[src/rtl/core_boot_ctrl.sv]
// Boot/run controller: loads a length-prefixed byte stream into imem, runs the core,
// detects halt at last_pc, times out runaway programs and reports the cycle count.
module core_boot_ctrl #(
  parameter int IMEM_AW  = 10,
  parameter int CYC_W    = 32,
  parameter int MAX_CYC  = 1000000,
  parameter int HALT_CNT = 2
) (
  input  logic               clk,
  input  logic               rst,
  input  logic               rx_valid,
  input  logic [7:0]         rx_data,
  output logic               rx_ready,
  input  logic               abort,
  input  logic               clear,
  output logic               imem_we,
  output logic [IMEM_AW-1:0] imem_addr,
  output logic [31:0]        imem_wdata,
  output logic               core_run,
  output logic [31:0]        last_pc,
  input  logic [31:0]        core_pc,
  output logic [CYC_W-1:0]   cycle_cnt,
  output logic               busy,
  output logic               done,
  output logic               err,
  output logic [1:0]         err_code
);

  // state   | meaning
  // LEN_LO  | waiting for length low byte
  // LEN_HI  | waiting for length high byte, length checked on accept
  // DATA    | collecting program bytes, one imem write per 4 bytes
  // RUN     | core enabled, watching for halt and timeout
  // DONE    | program halted, results held until clear
  // ERR     | bad length / timeout / abort, held until clear
  typedef enum logic [2:0] {
    S_LEN_LO, S_LEN_HI, S_DATA, S_RUN, S_DONE, S_ERR
  } state_t;

  localparam int          HW        = $clog2(HALT_CNT + 1);
  localparam int unsigned MAX_WORDS = 1 << IMEM_AW;

  state_t             state;
  logic [7:0]         len_lo;
  logic [IMEM_AW-1:0] word_idx;
  logic [1:0]         byte_idx;
  logic [23:0]        word_buf;
  logic               last_wr;
  logic [HW-1:0]      halt_cnt;

  logic               accept;
  logic [15:0]        len_n;
  logic               len_bad;
  logic [CYC_W-1:0]   cyc_inc;
  logic [HW-1:0]      halt_nxt;
  logic               abort_hit;

  // rx_ready is gated by rst so nothing is accepted while reset is held
  assign rx_ready = ~rst & ((state == S_LEN_LO) | (state == S_LEN_HI) |
                            ((state == S_DATA) & ~last_wr));
  assign accept   = rx_valid & rx_ready;
  assign len_n    = {rx_data, len_lo};
  assign len_bad  = (len_n == 16'd0) || ({16'd0, len_n} > 32'(MAX_WORDS));
  assign cyc_inc  = (&cycle_cnt) ? cycle_cnt : cycle_cnt + 1'b1;
  assign halt_nxt = (core_pc == last_pc) ? halt_cnt + 1'b1 : '0;
  assign abort_hit = abort & ((state == S_LEN_HI) | (state == S_DATA) | (state == S_RUN));

  always_ff @(posedge clk or posedge rst) begin
    if (rst) begin
      state      <= S_LEN_LO;
      len_lo     <= '0;
      word_idx   <= '0;
      byte_idx   <= '0;
      word_buf   <= '0;
      last_wr    <= 1'b0;
      halt_cnt   <= '0;
      imem_we    <= 1'b0;
      imem_addr  <= '0;
      imem_wdata <= '0;
      core_run   <= 1'b0;
      last_pc    <= '0;
      cycle_cnt  <= '0;
      busy       <= 1'b0;
      done       <= 1'b0;
      err        <= 1'b0;
      err_code   <= 2'd0;
    end else begin
      imem_we <= 1'b0;
      if (abort_hit) begin
        state    <= S_ERR;
        err_code <= 2'd3;
        err      <= 1'b1;
        busy     <= 1'b0;
        core_run <= 1'b0;
        last_wr  <= 1'b0;
      end else begin
        case (state)
          S_LEN_LO: if (accept) begin
            len_lo <= rx_data;
            busy   <= 1'b1;
            state  <= S_LEN_HI;
          end
          S_LEN_HI: if (accept) begin
            if (len_bad) begin
              state    <= S_ERR;
              err_code <= 2'd1;
              err      <= 1'b1;
              busy     <= 1'b0;
            end else begin
              last_pc  <= {16'd0, len_n - 16'd1};
              word_idx <= '0;
              byte_idx <= '0;
              last_wr  <= 1'b0;
              state    <= S_DATA;
            end
          end
          S_DATA: begin
            if (last_wr) begin
              // final word's write strobe is out this cycle; core starts next
              last_wr   <= 1'b0;
              core_run  <= 1'b1;
              cycle_cnt <= '0;
              halt_cnt  <= '0;
              state     <= S_RUN;
            end else if (accept) begin
              byte_idx <= byte_idx + 2'd1;
              if (byte_idx == 2'd3) begin
                imem_we    <= 1'b1;
                imem_addr  <= word_idx;
                imem_wdata <= {rx_data, word_buf};
                word_idx   <= word_idx + 1'b1;
                if (word_idx == last_pc[IMEM_AW-1:0]) last_wr <= 1'b1;
              end else begin
                word_buf[8*byte_idx +: 8] <= rx_data;
              end
            end
          end
          S_RUN: begin
            cycle_cnt <= cyc_inc;
            halt_cnt  <= halt_nxt;
            if (halt_nxt == HW'(HALT_CNT)) begin
              state    <= S_DONE;
              done     <= 1'b1;
              busy     <= 1'b0;
              core_run <= 1'b0;
            end else if (cyc_inc == CYC_W'(MAX_CYC)) begin
              state    <= S_ERR;
              err_code <= 2'd2;
              err      <= 1'b1;
              busy     <= 1'b0;
              core_run <= 1'b0;
            end
          end
          S_DONE, S_ERR: if (clear) begin
            state     <= S_LEN_LO;
            done      <= 1'b0;
            err       <= 1'b0;
            err_code  <= 2'd0;
            cycle_cnt <= '0;
            last_pc   <= '0;
            halt_cnt  <= '0;
            word_idx  <= '0;
            byte_idx  <= '0;
          end
          default: state <= S_LEN_LO;
        endcase
      end
    end
  end

endmodule
[config.mk]
export PLATFORM = sky130hd
export DESIGN_NAME = core_boot_ctrl
export DESIGN_NICKNAME = d
export VERILOG_FILES = /design/src/rtl/core_boot_ctrl.sv
export SDC_FILE = /design/constraint.sdc
export NUM_CORES = 1
export LEC_CHECK = 0
export ABC_CLOCK_PERIOD_IN_PS = 4500
export CAP_MARGIN = 20
export CORE_MARGIN = 1
export CORE_UTILIZATION = 47
export CTS_CLUSTER_DIAMETER = 120
export DETAILED_ROUTE_END_ITERATION = 7
export GPL_TIMING_DRIVEN = 0
export PLACE_DENSITY = 0.74
export SYNTH_ARGS = -nofsm -noshare
export SYNTH_HDL_FRONTEND = slang
export SYNTH_SLANG_ARGS = --single-unit
[constraint.sdc]
create_clock -name clk -period 4.5 [get_ports clk]
set_clock_uncertainty 0.15 [all_clocks]
set_input_delay 0.675 -clock clk [delete_from_list [all_inputs] [get_ports clk]]
set_output_delay 0.675 -clock clk [all_outputs]
set_load 0.01 [all_outputs]
After elaboration in Yosys (flattened, before gate mapping)
Index checks and enable logic that the tools add are counted.
Widths: inputs -> output; s select.
{"block": "totals", "register_bits": 163, "inputBits": 45, "out_inout_bits": 114}
{"block": "op_classes", "addsub": 6, "order_cmp": 1, "eq_ne": 27, "n_shift": 2, "mux": 71, "n_bitwise": 12, "n_reduce_logical": 26}
{"cell": "$mux 32", "n": 5}
{"cell": "$pmux 32 s3", "n": 1}
{"cell": "$pmux 32 s2", "n": 1}
{"cell": "$mux 10", "n": 6}
{"cell": "$neg 5->34", "n": 1}
{"cell": "$shift 8x34->24 const A", "n": 1}
{"cell": "$shiftx 8x34->24", "n": 1}
{"cell": "$add 32x1->32 const B", "n": 1}
{"cell": "$eq 32x20->1 const B", "n": 1}
{"cell": "$eq 32x32->1", "n": 1}
{"cell": "$reduce_and 32->1", "n": 1}
{"cell": "$pmux 10 s3", "n": 1}
{"cell": "$mux 1", "n": 27}
{"cell": "$reduce_and 5->1", "n": 5}
{"cell": "$bwmux 24", "n": 1}
{"cell": "$mux 2", "n": 12}
{"cell": "$mux 3", "n": 8}
{"cell": "$ne 3x3->1 const B", "n": 7}
{"cell": "$pmux 2 s3", "n": 3}
{"cell": "$gt 16x11->1 const B", "n": 1}
{"cell": "$logic_not 16->1", "n": 1}
{"cell": "$sub 16x1->16 const B", "n": 1}
{"cell": "$pmux 3 s5", "n": 1}
{"cell": "$ne 2x2->1 const B", "n": 6}
{"cell": "26 further kinds", "n": 51}

Depth between registers and ports, before layout
{"block": "logic_depth", "ltp_word": 9, "mapped_depth": 11, "depth_no_buf": 11}

Worst setup path before layout
No wires, ideal clock.
{"block": "synth_path", "path_type": "in2reg", "from": "in rst", "to": "reg err_code[1]", "arrival_time_ns": 4.719, "required_ns": 4.222, "setup_slack_ns": -0.496, "path_stages": 6, "path_cell_list": "inv_1 > a21oi_1 > nor2_1 > o221ai_1 > a22oi_2 > mux2_1"}
{"block": "synth_between", "elab_chain_len": 5}
{"item": "start, declared", "line": "10", "rtl": "input logic rst,"}
{"item": "$not 1->1", "line": "59", "rtl": "assign rx_ready = ~rst & ((state == S_LEN_LO) | (state == S_LEN_HI) |"}
{"item": "$and 1x1->1", "line": "59"}
{"item": "$and 1x1->1", "line": "61", "rtl": "assign accept = rx_valid & rx_ready;"}
{"item": "$ne 3x3->1 (no line)"}
{"item": "$reduce_and 6->1 (no line)"}
{"item": "end signal, assigned", "line": "86", "rtl": "err_code <= 2'd0;"}
{"item": "end signal, assigned", "line": "91", "rtl": "err_code <= 2'd3;"}
{"item": "end signal, assigned", "line": "106", "rtl": "err_code <= 2'd1;"}
{"item": "end, declared", "line": "26", "rtl": "output logic [1:0] err_code"}
No other way between the ends.
A chain may end at the register's enable or synchronous reset.

Worst setup path after layout
{"block": "layout_path", "from": "reg cycle_cnt[24]", "to": "reg err_code[1]"}
{"block": "layout_between", "elab_chain_len": 5}
{"item": "start, declared", "line": "22", "rtl": "output logic [CYC_W-1:0] cycle_cnt,"}
{"item": "start signal, assigned", "line": "139", "rtl": "cycle_cnt <= cyc_inc;"}
{"item": "$add 32x1->32 / $reduce_and 32->1 (equally long branches)", "line": "64", "rtl": "assign cyc_inc = (&cycle_cnt) ? cycle_cnt : cycle_cnt + 1'b1;"}
{"item": "$mux 32 (*)", "line": "64"}
{"item": "$eq 32x20->1 (*)", "line": "146", "rtl": "end else if (cyc_inc == CYC_W'(MAX_CYC)) begin"}
{"item": "$ne 3x2->1 (no line) (*)"}
{"item": "$reduce_and 6->1 (no line) (*)"}
{"item": "end signal, assigned", "line": "86"}
{"item": "end signal, assigned", "line": "148", "rtl": "err_code <= 2'd2;"}
{"item": "end signal, assigned", "line": "158", "rtl": "err_code <= 2'd0;"}
Every way passes the cells marked *; elsewhere a longest branch is shown, timed or not.

==> results by group <==
Detailed routing
  • Pre-Repair DR Iteration Count: 5
  • Drt drc: 0
  • Initial DRC Count: 509
  • WL/cell: 18.0 um
  • Final ANT Viol Nets: 0
  • Via count: just over 7000
  • Total routed wirelength: 22500 um
  • Drt via density: 5.77

Place
  • Final GP Congestion: 0.954
  • Port bufs: 139
  • Pre-CTS setup slack: 0.407 ns
  • Final HPWL DP: roughly 16000 um
  • Placed insts: between 1000 and 1500

Die
  • Area of the die: between 15000 and 20000 um^2
  • Initial Util: 0.483
  • Die Width: ~130 um
  • Die Ht: approximately 130 um
  • Core area: 16600 um^2
  • Total I/O pin count: around 160
  • Rows: 47

CTS
  • Reg clk slew, reported paths: ~0.06 ns
  • Num Clock Sinks: 147
  • TritonCTS clock tree: done
  • Max Buffers Root-to-Sink: 2
  • Cts hold-fix bufs: 0
  • Resized cells post-CTS: 0
  • H-Tree Depth: 4
  • Total setup buffers inserted after CTS: 0
  • Worst-Skew Late Latency: 0.43 ns
  • Root Buffer: clkbuf_16
  • CTS buffer count: 17

STA
  • Tightest Pin Transition: about 1.1 ns
  • Final period util: 0.921
  • Min Clock Period, post-route: between 4 and 5 ns
  • Final hold violation count: 0
  • Worst hold margin: roughly 0.32 ns
  • Max Freq: 241 MHz
  • Final Slew Violations: 0
  • Relative slew slack: 0.293
  • Final setup viols: 0
  • Total negative slack: 0 ns
  • RSZ-0062 raised after global routing: no
  • PnR worst setup slack: between 0.3 and 0.4 ns

Setup path
  • Crit-path cells: clkbuf_1 -> nand4_1 -> nor4_1 -> nand4_1 -> a31o_1 -> a2111oi_0 -> o211ai_1 -> a2111o_1 -> a22oi_2 -> mux2_1
  • Worst-path fanout max: 9
  • Crit end category: register
  • CP required: ~4.7 ns
  • Worst path slowest cell: a2111oi_0
  • Most used cell, CP: nand4_1
  • CP peak stage delay: around 0.7 ns
  • Reg2reg start: cycle_cnt[24]
  • Crit Path Category: register to register
  • FF-to-FF setup slack: ~0.36 ns
  • Worst r2r path cells: 10
  • Crit path launch type: register
  • RR Endpoint: err_code[1]
  • Arr. time, crit path: around 4.3 ns

Hold path
  • Hold Path Origin: word_buf[19]
  • Worst Hold Class: register to register
  • Worst-case hold path end point: word_buf[19]
  • Cells on Worst Hold Path: 2

Synth
  • Yosys cell types: 74
  • Mapped Area: 8000 um^2
  • Yosys top cell by area: dfrtp_1
  • Top cell type's share of synthesized area: 0.460
  • Mapped Cells: 840
  • Top cells by area, synth: dfrtp_1, mux2_2, nand2_1
  • #FFs+latches synth: around 150
  • Async SR Flop Fraction: 1.00
  • Register area share after synthesis: 0.460
  • Dominant synthesized flop cell: dfrtp_1
  • Post-synth EDFFs: 0
  • Ys Warns: 0
  • Post-Syn Area per Cell: around 9.5 um^2

Power
  • Worst vdd ir: around 0.29 mV
  • Power per cell area: between 300 and 400 nW/um^2
  • Leak: about 4.4 nW

Global routing
  • Largest net degree at the start of global routing: 37
  • Gr usage total: 0.265
  • First-pass GRT wire length: 36500 um
  • Initial antenna violation count: 0
  • GRT overflow: 0
  • Vias in the first global route: just under 7000

Final layout
  • Share of cells above drive strength 1: 0.124
  • Fin nets: between 1000 and 1500
  • Fin cells: about 1200
  • # diodes: 0
  • Final Util: 0.627
  • P&R area growth vs syn: 29.9%
  • Fillcell total: approximately 1400

Status
  • Status: completed

Run
  • Maxcap violations: 0
through the flow:
stage	instance area, um^2	power [mW]
2_1_floorplan	8060	2.12
3_3_place_gp	9730	2.48
3_5_place_dp	9820	2.51
4_1_cts	10400	3.92
5_1_grt	10400	4.08
6_report	10400	3.90
metal layers:
metal / wire, um / track usage / up-vias
met3: 1950 / 0.0602 / 40
met1: 9840 / 0.365 / 3487
met4: 464 / 0.0920 / 0
met5: 0 / 0 / -
met2: 10200 / 0.413 / 326
li1: - / - / 3355
state kept, by name, summed over array words and instances (netlist names):
name	flops
word_idx	10
busy	1
halt_cnt	2
core_run	1
byte_idx	2
word_buf	24
cycle_cnt	32
err	1
len_lo	8
done	1
err_code	2
imem_addr	10
state	3
imem_we	1
last_pc	16
imem_wdata	32
last_wr	1
cell families (layout without fill, tap and decap cells):
logic type      after synthesis  after routing  synth area share
flops                       147            147             0.460
xor+xnor                     49             49            0.0536
fa+ha+maj                     8              8            0.0125
simple gates                316            316             0.204
compound gates              185            185             0.147
buf+inv                      79            253            0.0453
mux                          55             55            0.0772
other cells                   1             16          0.000469
layout by cell type (no fill, tap or decap), types with 6 or more instances in the layout:
cell type	Yosys	layout
inv_1	15	14
o31ai_1	22	22
a21oi_1	29	29
nor4_1	19	19
nand3_1	19	19
nor2_1	40	40
nand2_1	123	123
ha_1	8	8
nand4_1	25	25
dfrtp_1	147	147
a31oi_1	13	13
clkbuf_16	0	17
clkdlybuf4s50_1	0	139
and2_1	11	11
clkbuf_1	41	42
or3_1	7	7
xor2_1	31	31
and3_1	8	8
buf_4	16	16
nand3b_1	6	6
conb_1	1	16
nor3_1	25	25
o21ai_0	74	74
mux2_2	52	52
xnor2_1	18	18
area by class of cell:
type,instances,area [um^2],share of cell area
buffer,64,307,0.0295
clock buffer,18,429,0.0413
clock inverter,13,149,0.0143
inverter,15,60.1,0.00578
multi-input combinational,629,4020,0.387
sequential,147,3680,0.354
tap,220,275,0.0265
timing repair buffer,143,1480,0.142
power by group:
group / internal, mW / switching [mW] / total [mW] / leakage, nW
logic: 0.429 / 0.456 / 0.884 / 2.16
clock network: 0.822 / 0.587 / 1.41 / 0.274
registers: 1.44 / 0.168 / 1.61 / 2.01
cells in the mapped netlist, types with 18 or more instances:
| master | number |
|---|---|
| nor2_1 | 40 |
| a21oi_1 | 29 |
| nand4_1 | 25 |
| o31ai_1 | 22 |
| xor2_1 | 31 |
| clkbuf_1 | 41 |
| nand3_1 | 19 |
| dfrtp_1 | 147 |
| mux2_2 | 52 |
| nand2_1 | 123 |
| o21ai_0 | 74 |
| nor3_1 | 25 |
| xnor2_1 | 18 |
| nor4_1 | 19 |
worst max-delay path, delay by kind of cell, from the launching register on:
kind,cells,cell delay (ns)
flip-flops,1,0.37
buffers and inverters,1,0.34
multiplexers,1,0.34
AO/OA/AOI/OAI,5,1.92
AND/OR/NAND/NOR,3,0.92
how the worst max path moves through the flow:
stage | slack [ns] | cells after the start | from | endpoint
floorplan | 0.43 | 6 | rst | err_code[1]
global placement | -1.18 | 7 | rst | err_code[1]
detailed placement | 0.41 | 10 | cycle_cnt[24] | err_code[1]
CTS | 0.41 | 10 | cycle_cnt[24] | err_code[1]
global route | 0.16 | 10 | cycle_cnt[24] | err_code[1]
finish | 0.36 | 10 | cycle_cnt[24] | err_code[1]
Power figures use the tool's default switching activity.
